`config.mk`:
```
export PLATFORM = sky130hd
export DESIGN_NAME = axi_req_fifo_drain
export DESIGN_NICKNAME = d
export VERILOG_FILES = /design/src/rtl/axi_drain_pkg.sv /design/src/rtl/axi_drain_skid_buf.sv /design/src/rtl/axi_req_fifo_drain.sv
export SDC_FILE = /design/constraint.sdc
export NUM_CORES = 1
export LEC_CHECK = 0
export ABC_AREA = 1
export BUFFER_PORTS_ARGS = -buffer_cell sky130_fd_sc_hd__buf_2
export CORE_MARGIN = 2
export CORE_UTILIZATION = 40
export CTS_CLUSTER_SIZE = 30
export DETAILED_ROUTE_END_ITERATION = 10
export PLACE_DENSITY = 0.68
export REMOVE_ABC_BUFFERS = 1
export SYNTH_ARGS = -nofsm -noshare
export SYNTH_HDL_FRONTEND = slang
export SYNTH_HIERARCHICAL = 1
export SYNTH_SLANG_ARGS = --single-unit
```
`constraint.sdc`:
```
create_clock -name clk -period 2.21 [get_ports clk]
set_input_delay 0.3315 -clock clk [delete_from_list [all_inputs] [get_ports clk]]
set_output_delay 0.3315 -clock clk [all_outputs]
set_load 0.03 [all_outputs]
```
`src/rtl/axi_drain_pkg.sv`:
```
// Shared types and constants for the AXI request FIFO drain block.
// Buffer occupancy states, statistics counter width and a saturating increment helper.
package axi_drain_pkg;

    typedef enum logic [1:0] {
        ST_EMPTY = 2'd0,
        ST_ONE   = 2'd1,
        ST_FULL  = 2'd2
    } occ_state_e;

    localparam int unsigned STAT_W = 16;

    function automatic logic [STAT_W-1:0] sat_inc(input logic [STAT_W-1:0] v);
        return (v == '1) ? v : v + STAT_W'(1);
    endfunction

endpackage

```
`src/rtl/axi_drain_skid_buf.sv`:
```
// Two-entry head/tail output buffer for the FIFO drain.
// The occupancy FSM state doubles as the occ count presented to the credit logic.
module axi_drain_skid_buf
    import axi_drain_pkg::*;
#(
    parameter int unsigned DATA_WIDTH = 32
) (
    input  logic                  clk,
    input  logic                  rst,
    input  logic                  capture,
    input  logic [DATA_WIDTH-1:0] cap_data,
    input  logic                  pop,
    output logic [1:0]            occ,
    output logic [DATA_WIDTH-1:0] head
);

    occ_state_e            state_q, state_d;
    logic [DATA_WIDTH-1:0] head_q, head_d;
    logic [DATA_WIDTH-1:0] tail_q, tail_d;

    always_comb begin
        state_d = state_q;
        head_d  = head_q;
        tail_d  = tail_q;

        if (pop) begin
            head_d = tail_q;
        end
        // Capture lands in whichever slot is the first free one once the pop is applied.
        if (capture) begin
            if (state_q == ST_EMPTY || (state_q == ST_ONE && pop)) begin
                head_d = cap_data;
            end else begin
                tail_d = cap_data;
            end
        end

        unique case (state_q)
            ST_EMPTY: if (capture)             state_d = ST_ONE;
            ST_ONE: begin
                if (capture && !pop)           state_d = ST_FULL;
                else if (!capture && pop)      state_d = ST_EMPTY;
            end
            ST_FULL:  if (pop && !capture)     state_d = ST_ONE;
            default:                           state_d = ST_EMPTY;
        endcase
    end

    always_ff @(posedge clk) begin
        if (rst) begin
            state_q <= ST_EMPTY;
            head_q  <= '0;
            tail_q  <= '0;
        end else begin
            state_q <= state_d;
            head_q  <= head_d;
            tail_q  <= tail_d;
        end
    end

    assign occ  = state_q;
    assign head = head_q;

endmodule

```
`src/rtl/axi_req_fifo_drain.sv`:
```
// Pops requests from a sync_fifo and presents them on a valid/ready master channel.
// Optional beat/stall statistics are enabled with the AXI_DRAIN_STATS_EN macro.
module axi_req_fifo_drain
    import axi_drain_pkg::*;
#(
    parameter int unsigned DATA_WIDTH = 32
) (
    input  logic                  clk,
    input  logic                  rst,
    input  logic                  fifo_empty,
    output logic                  fifo_ren,
    input  logic [DATA_WIDTH-1:0] fifo_dout,
    output logic                  m_valid,
    input  logic                  m_ready,
    output logic [DATA_WIDTH-1:0] m_data
`ifdef AXI_DRAIN_STATS_EN
    ,
    output logic [STAT_W-1:0]     beat_cnt,
    output logic [STAT_W-1:0]     stall_cnt
`endif
);

    logic       inflight_q, inflight_d;
    logic [1:0] occ;
    logic       pop;
    logic [2:0] credit;

    axi_drain_skid_buf #(
        .DATA_WIDTH (DATA_WIDTH)
    ) u_skid_buf (
        .clk      (clk),
        .rst      (rst),
        .capture  (inflight_q),
        .cap_data (fifo_dout),
        .pop      (pop),
        .occ      (occ),
        .head     (m_data)
    );

    assign m_valid = (occ != 2'd0);
    assign pop     = m_valid && m_ready;

    // Slots committed after this cycle; pop never exceeds occ, so no wrap.
    always_comb begin
        credit     = 3'(occ) + 3'(inflight_q) - 3'(pop);
        fifo_ren   = !rst && !fifo_empty && (credit < 3'd2);
        inflight_d = fifo_ren;
    end

    always_ff @(posedge clk) begin
        if (rst) begin
            inflight_q <= 1'b0;
        end else begin
            inflight_q <= inflight_d;
        end
    end

`ifdef AXI_DRAIN_STATS_EN
    logic [STAT_W-1:0] beat_cnt_q, beat_cnt_d;
    logic [STAT_W-1:0] stall_cnt_q, stall_cnt_d;

    always_comb begin
        beat_cnt_d  = beat_cnt_q;
        stall_cnt_d = stall_cnt_q;
        if (pop)                  beat_cnt_d  = sat_inc(beat_cnt_q);
        if (m_valid && !m_ready)  stall_cnt_d = sat_inc(stall_cnt_q);
    end

    always_ff @(posedge clk) begin
        if (rst) begin
            beat_cnt_q  <= '0;
            stall_cnt_q <= '0;
        end else begin
            beat_cnt_q  <= beat_cnt_d;
            stall_cnt_q <= stall_cnt_d;
        end
    end

    assign beat_cnt  = beat_cnt_q;
    assign stall_cnt = stall_cnt_q;
`endif

endmodule

```
After elaboration in Yosys (flattened, before gate mapping)

Index checks and enable logic that the tools add are counted.

Add/subtract/negate cells: 2
Magnitude comparators: 1
Equality and inequality tests: 5
Mux-type cells: 8
Bitwise logic cells: 1
Reduce and logical (&&, ||, !) cells: 15

Operator list:

| kind                                                                 | count |
|---|---|
| 32-bit two-way mux                                                   | 3 |
| 2-bit two-way mux                                                    | 4 |
| 1-bit logical AND                                                    | 6 |
| 2-bit one-hot mux with 3 select lines                                | 1 |
| 1-bit logical NOT                                                    | 4 |
| 2-bit by 1-bit adder with 3-bit output                               | 1 |
| 3-bit by 2-bit < comparator with 1-bit output, second input constant | 1 |
| 3-bit != test, second input constant                                 | 1 |
| 3-bit AND reduction                                                  | 1 |
| 3-bit by 1-bit subtractor with 3-bit output                          | 1 |
| 2-bit by 1-bit == test with 1-bit output, second input constant      | 1 |
| 2-bit == test, second input constant                                 | 1 |
| 2-bit logical NOT                                                    | 1 |
| 2-bit by 1-bit != test with 1-bit output, second input constant      | 1 |
| 2-bit != test, second input constant                                 | 1 |
| 2-bit AND reduction                                                  | 1 |
| 2-bit nonzero test                                                   | 1 |
| 1-bit logical OR                                                     | 1 |
| 1-bit NOT                                                            | 1 |

Register bits: 67
Input bits: 36
Output and inout bits: 34

Longest topological paths before layout

Word-level depth: 6
Gate-level depth with buffers: 9
Mapped depth without buffers: 9

Cells and area by module

The synthesis kept the hierarchy.

By module, submodules not included:

| module             | times used | cells an instance | area an instance (um^2) | sequential area each (um^2) |
|---|---|---|---|---|
| axi_drain_skid_buf | 1          | 565               | 3378.2                  | 1321.3 |
| axi_req_fifo_drain | 1          | 17                | 113.9                   | 20.0 |

Worst setup path after synthesis

OpenSTA, ideal clock, no wires.

Path type: register to output
Start: register u_skid_buf.state_q[1] (netlist: u_skid_buf/occ[1])
End: output fifo_ren
Data arrival time: 1922 ps
Data required time: 1879 ps
Path slack: -44 ps
Cell stages (with the launch flop): 8
Path buffers: 0
Cell sequence: dfxtp_1 o21a_1 ha_1 inv_1 nand2_1 fa_1 nand2_1 nor2_1

Word-level cells in the longest chain between the ends: 5

RTL lines:

| item                                          | line                     | text |
|---|---|---|
| start: declaration                            | axi_drain_skid_buf.sv:17 | `occ_state_e state_q, state_d;` |
| start signal: assignment                      | axi_drain_skid_buf.sv:55 | `state_q <= state_d;` |
| 2-bit nonzero test                            | axi_req_fifo_drain.sv:40 | `assign m_valid = (occ != 2'd0);` |
| 1-bit logical AND                             | axi_req_fifo_drain.sv:41 | `assign pop = m_valid && m_ready;` |
| net pop                                       | axi_req_fifo_drain.sv:25 | `logic pop;` |
| 3-bit by 1-bit subtractor with 3-bit output   | axi_req_fifo_drain.sv:45 | `credit = 3'(occ) + 3'(inflight_q) - 3'(pop);` |
| 3-bit by 2-bit < comparator with 1-bit output | axi_req_fifo_drain.sv:46 | `fifo_ren = !rst && !fifo_empty && (credit < 3'd2);` |
| 1-bit logical AND                             | axi_req_fifo_drain.sv:46 |  |
| end: declaration                              | axi_req_fifo_drain.sv:11 | `output logic fifo_ren,` |

The timed path passes the listed nets, and every way through them passes these cells.

Final worst setup path

Same ends and word-level chain as after synthesis.

==> metrics.md <==
| Metric | Value |
|---|---|
| Levels on crit path | `8` |
| Clock root cell | `clkbuf_8` |
| Port bufs | `69` |
| DRC errors left | `0` |
| Compound-gate portion of the synthesized area | `0.05374` |
| Worst setup SP type | `register` |
| CP max stage delay | `approximately 0.52 ns` |
| CTS tree | `yes` |
| Post-synthesis simple-gate area fraction | `0.3751` |
| I/O Pins | `70` |
| Clock skew | `~0.010 ns` |
| Failing checks | `negative setup slack` |
| Post-synthesis cell type count | `18` |
| Crit path DAT | `approximately 2 ns` |
| Cell area power density | `848.7 nW/um^2` |
| Max-Cap Viols | `0` |
| Most common cell after layout, fill and taps aside | `nor2_1` |
| Final Hold Viols | `0` |
| Antenna diodes | `0` |
| Delay-heaviest family, CP | `adder cells` |
| Peak VDD IR | `approximately 0.00040 V` |
| Clock Sinks | `67` |
| Pre-antenna DRT Iters | `4` |
| #FFs+latches synth | `67` |
| Final WS setup | `-0.1335 ns` |
| Mapped Area | `approximately 3500 um^2` |
| Post-DP HPWL | `about 4.4 mm` |
| DRT iter0 DRCs | `about 110` |
| CTS H-tree depth | `3` |
| Die height | `around 97 um` |
| Initial antenna violation count | `0` |
| CTS Buf Count | `9` |
| Wire per inst | `between 9 and 10 um` |
| Critical Path RT | `about 1.9 ns` |
| Crit. End Element | `primary output` |
| Largest net degree at the start of global routing | `69` |
| XOR/XNOR Fraction of Synth Area | `0` |
| Commonest non-fill, non-tap cells in the layout | `nor2_1, nand2_1, inv_1, buf_2, dfxtp_1` |
| Starting Density | `0.4064` |
| Crit path top cell by count | `nand2_2` |
| Vias | `around 3,300` |
| Placed cell area | `around 3800 um^2` |
| Area growth from synthesis to layout | `17.16%` |
| Min Tclk post-route | `around 2.3 ns` |
| Seq/Total Area, Yosys | `0.3841` |
| Max-slew violation count | `0` |
| Tcrit/Tclk final | `1.060` |
| Largest family of logic cells by synthesized area | `simple AND/OR/NAND/NOR gates` |
| Die area | `~9500 um^2` |
| CP Max Fanout | `2` |
| Crit path kind | `register to primary output` |
| LEAKAGE | `approximately 0.0024 uW` |
| Die X | `97.44 um` |
| Max Fclk | `between 400 and 500 MHz` |
| RSZ-0062 raised after global routing | `yes` |
| Mapped Cells | `~580` |
| Status | `finished, violations left` |
| Fraction of layout cells with a size suffix above 1 | `0.1703` |
| Core Footprint | `8593 um^2` |
| Drt via density | `4.382` |
| R2R cell count | `9` |
| First-pass GRT wire length | `11.95 mm` |
| Routed wire length | `6.932 mm` |
| Clk slew on worst S/H paths | `around 0.08 ns` |
| CP bufs+invs | `2` |
| Worst rel slew slack | `0.5507` |
| Total congestion overflow | `0` |
| Clk_lat worst skew | `between 0.3 and 0.4 ns` |
| CTS Buffer Depth | `2` |
| Cell Chain, Critical Path | `o21a_4 > ha_4 > inv_2 > nand2_2 > fa_2 > nand2_2 > nor2_1 > buf_4` |
| Multiplexer share of the synthesized area | `0` |
| Ys Warns | `6` |
| Avg Cell Area, Syn | `between 6 and 7 um^2` |
| Hold crit path type | `primary input to register` |
| DP Worst Slack | `0.08379 ns` |
| Final setup viols | `1` |
| Total GRT Usage | `0.1499` |
| Num rows | `34` |
| Final ANT Viol Nets | `0` |
| GP Congestion | `0.7187` |
| Post-synthesis adder-cell area fraction | `0.009316` |
| Post-layout instance area | `roughly 4000 um^2` |
| NumNets Final | `slightly below 700` |
| Post-CTS Hold Buffers | `0` |
| Slowest-stage cell, CP | `fa_2` |
| Vias in the first global route | `around 2,800` |
| Least-Margin Pin Slew | `about 0.67 ns` |
| Hold depth | `2` |
## per-layer routing
| metal | vias up | wire length [um] | global-route usage |
|---|---|---|---|
| met2 | 48 | 3215 | 0.2546 |
| li1 | 1794 | - | - |
| met3 | 9 | 297 | 0.03669 |
| met1 | 1427 | 3325 | 0.1803 |
| met5 | - | 0 | 0 |
| met4 | 0 | 93 | 0.06410 |
## sequential cells by signal, indices dropped and copies added, names as in the netlist
signal and cells:
u_skid_buf/head 32, u_skid_buf/tail_q 32, u_skid_buf/occ 2, inflight_q 1
## synthesized netlist by cell type
master | number | share of area
nor2_1 | 164 | 0.18
nand2_1 | 136 | 0.15
inv_1 | 102 | 0.11
dfxtp_1 | 67 | 0.38
a21oi_1 | 34 | 0.049
nand3_1 | 33 | 0.047
buf_2 | 13 | 0.019
buf_4 | 9 | 0.019
buf_6 | 6 | 0.019
buf_1 | 4 | 0.0043
clkbuf_1 | 4 | 0.0043
inv_2 | 2 | 0.0022
nand2_2 | 2 | 0.0036
o21ai_0 | 2 | 0.0029
fa_1 | 1 | 0.0057
ha_1 | 1 | 0.0036
nand4_1 | 1 | 0.0018
o21a_1 | 1 | 0.0022
## logic make-up (layout without fill, tap and decap cells)
logic type | count (synthesis) | in the layout
compound gates | 37 | 37
fa+ha+maj | 2 | 2
buf+inv | 140 | 198
flops | 67 | 67
simple gates | 336 | 336
## final cells by class
type | instances | area (um^2)
fill | 939 | 4502
multi-input combinational | 375 | 1565
sequential | 67 | 1345
timing repair buffer | 78 | 427.9
inverter | 104 | 390.4
clock buffer | 12 | 155.1
tap | 108 | 135.1
clock inverter | 4 | 72.57
## worst reg2reg max path, stage by stage (launching register included)
cell,delay [ns]
dfxtp_2,0.36
o21a_4,0.14
buf_4,0.55
inv_2,0.12
nand2_1,0.14
nand3_2,0.08
buf_4,0.26
nand2_1,0.10
nand2_1,0.05
nor2_1,0.11
## final timing paths
path	start	to	slack [ns]
worst max-delay path	u_skid_buf/occ[1]	fifo_ren	-0.13
worst min-delay path	rst	u_skid_buf/occ[1]	0.18
worst max register to register	u_skid_buf/occ[0]	u_skid_buf/head[24]	0.21
worst min register to register	u_skid_buf/tail_q[16]	u_skid_buf/tail_q[16]	0.48
## power by group
part	internal (uW)	total, uW	switching [uW]	leakage (uW)
Sequential	1330	1390	57.3	0.000547
Combinational	284	917	634	0.00176
Clock	696	1170	471	0.000113
Total	2310	3470	1160	0.00242
## what timing repair did
item                                    CTS  global route
pin swaps                                 3             4
buffers inserted                          1             0
endpoints found under the setup margin    1             1
resized for setup                         7             2
## metrics by stage
step / hold WS, ns / power, uW / cells / utilization / TNS (ns)
floorplan: 0.4006 / 2067 / 546 / - / -71.04
global placement: 0.4605 / 2302 / 731 / 0.4451 / 0
detailed placement: 0.4697 / 2319 / 731 / 0.4451 / 0
CTS: 0.1686 / 3518 / 748 / 0.4752 / -0.2313
global route: 0.1756 / 3698 / 748 / 0.4761 / -0.2321
finish: 0.1799 / 3472 / 748 / 0.4761 / -0.1335
Power figures use the tool's default switching activity.
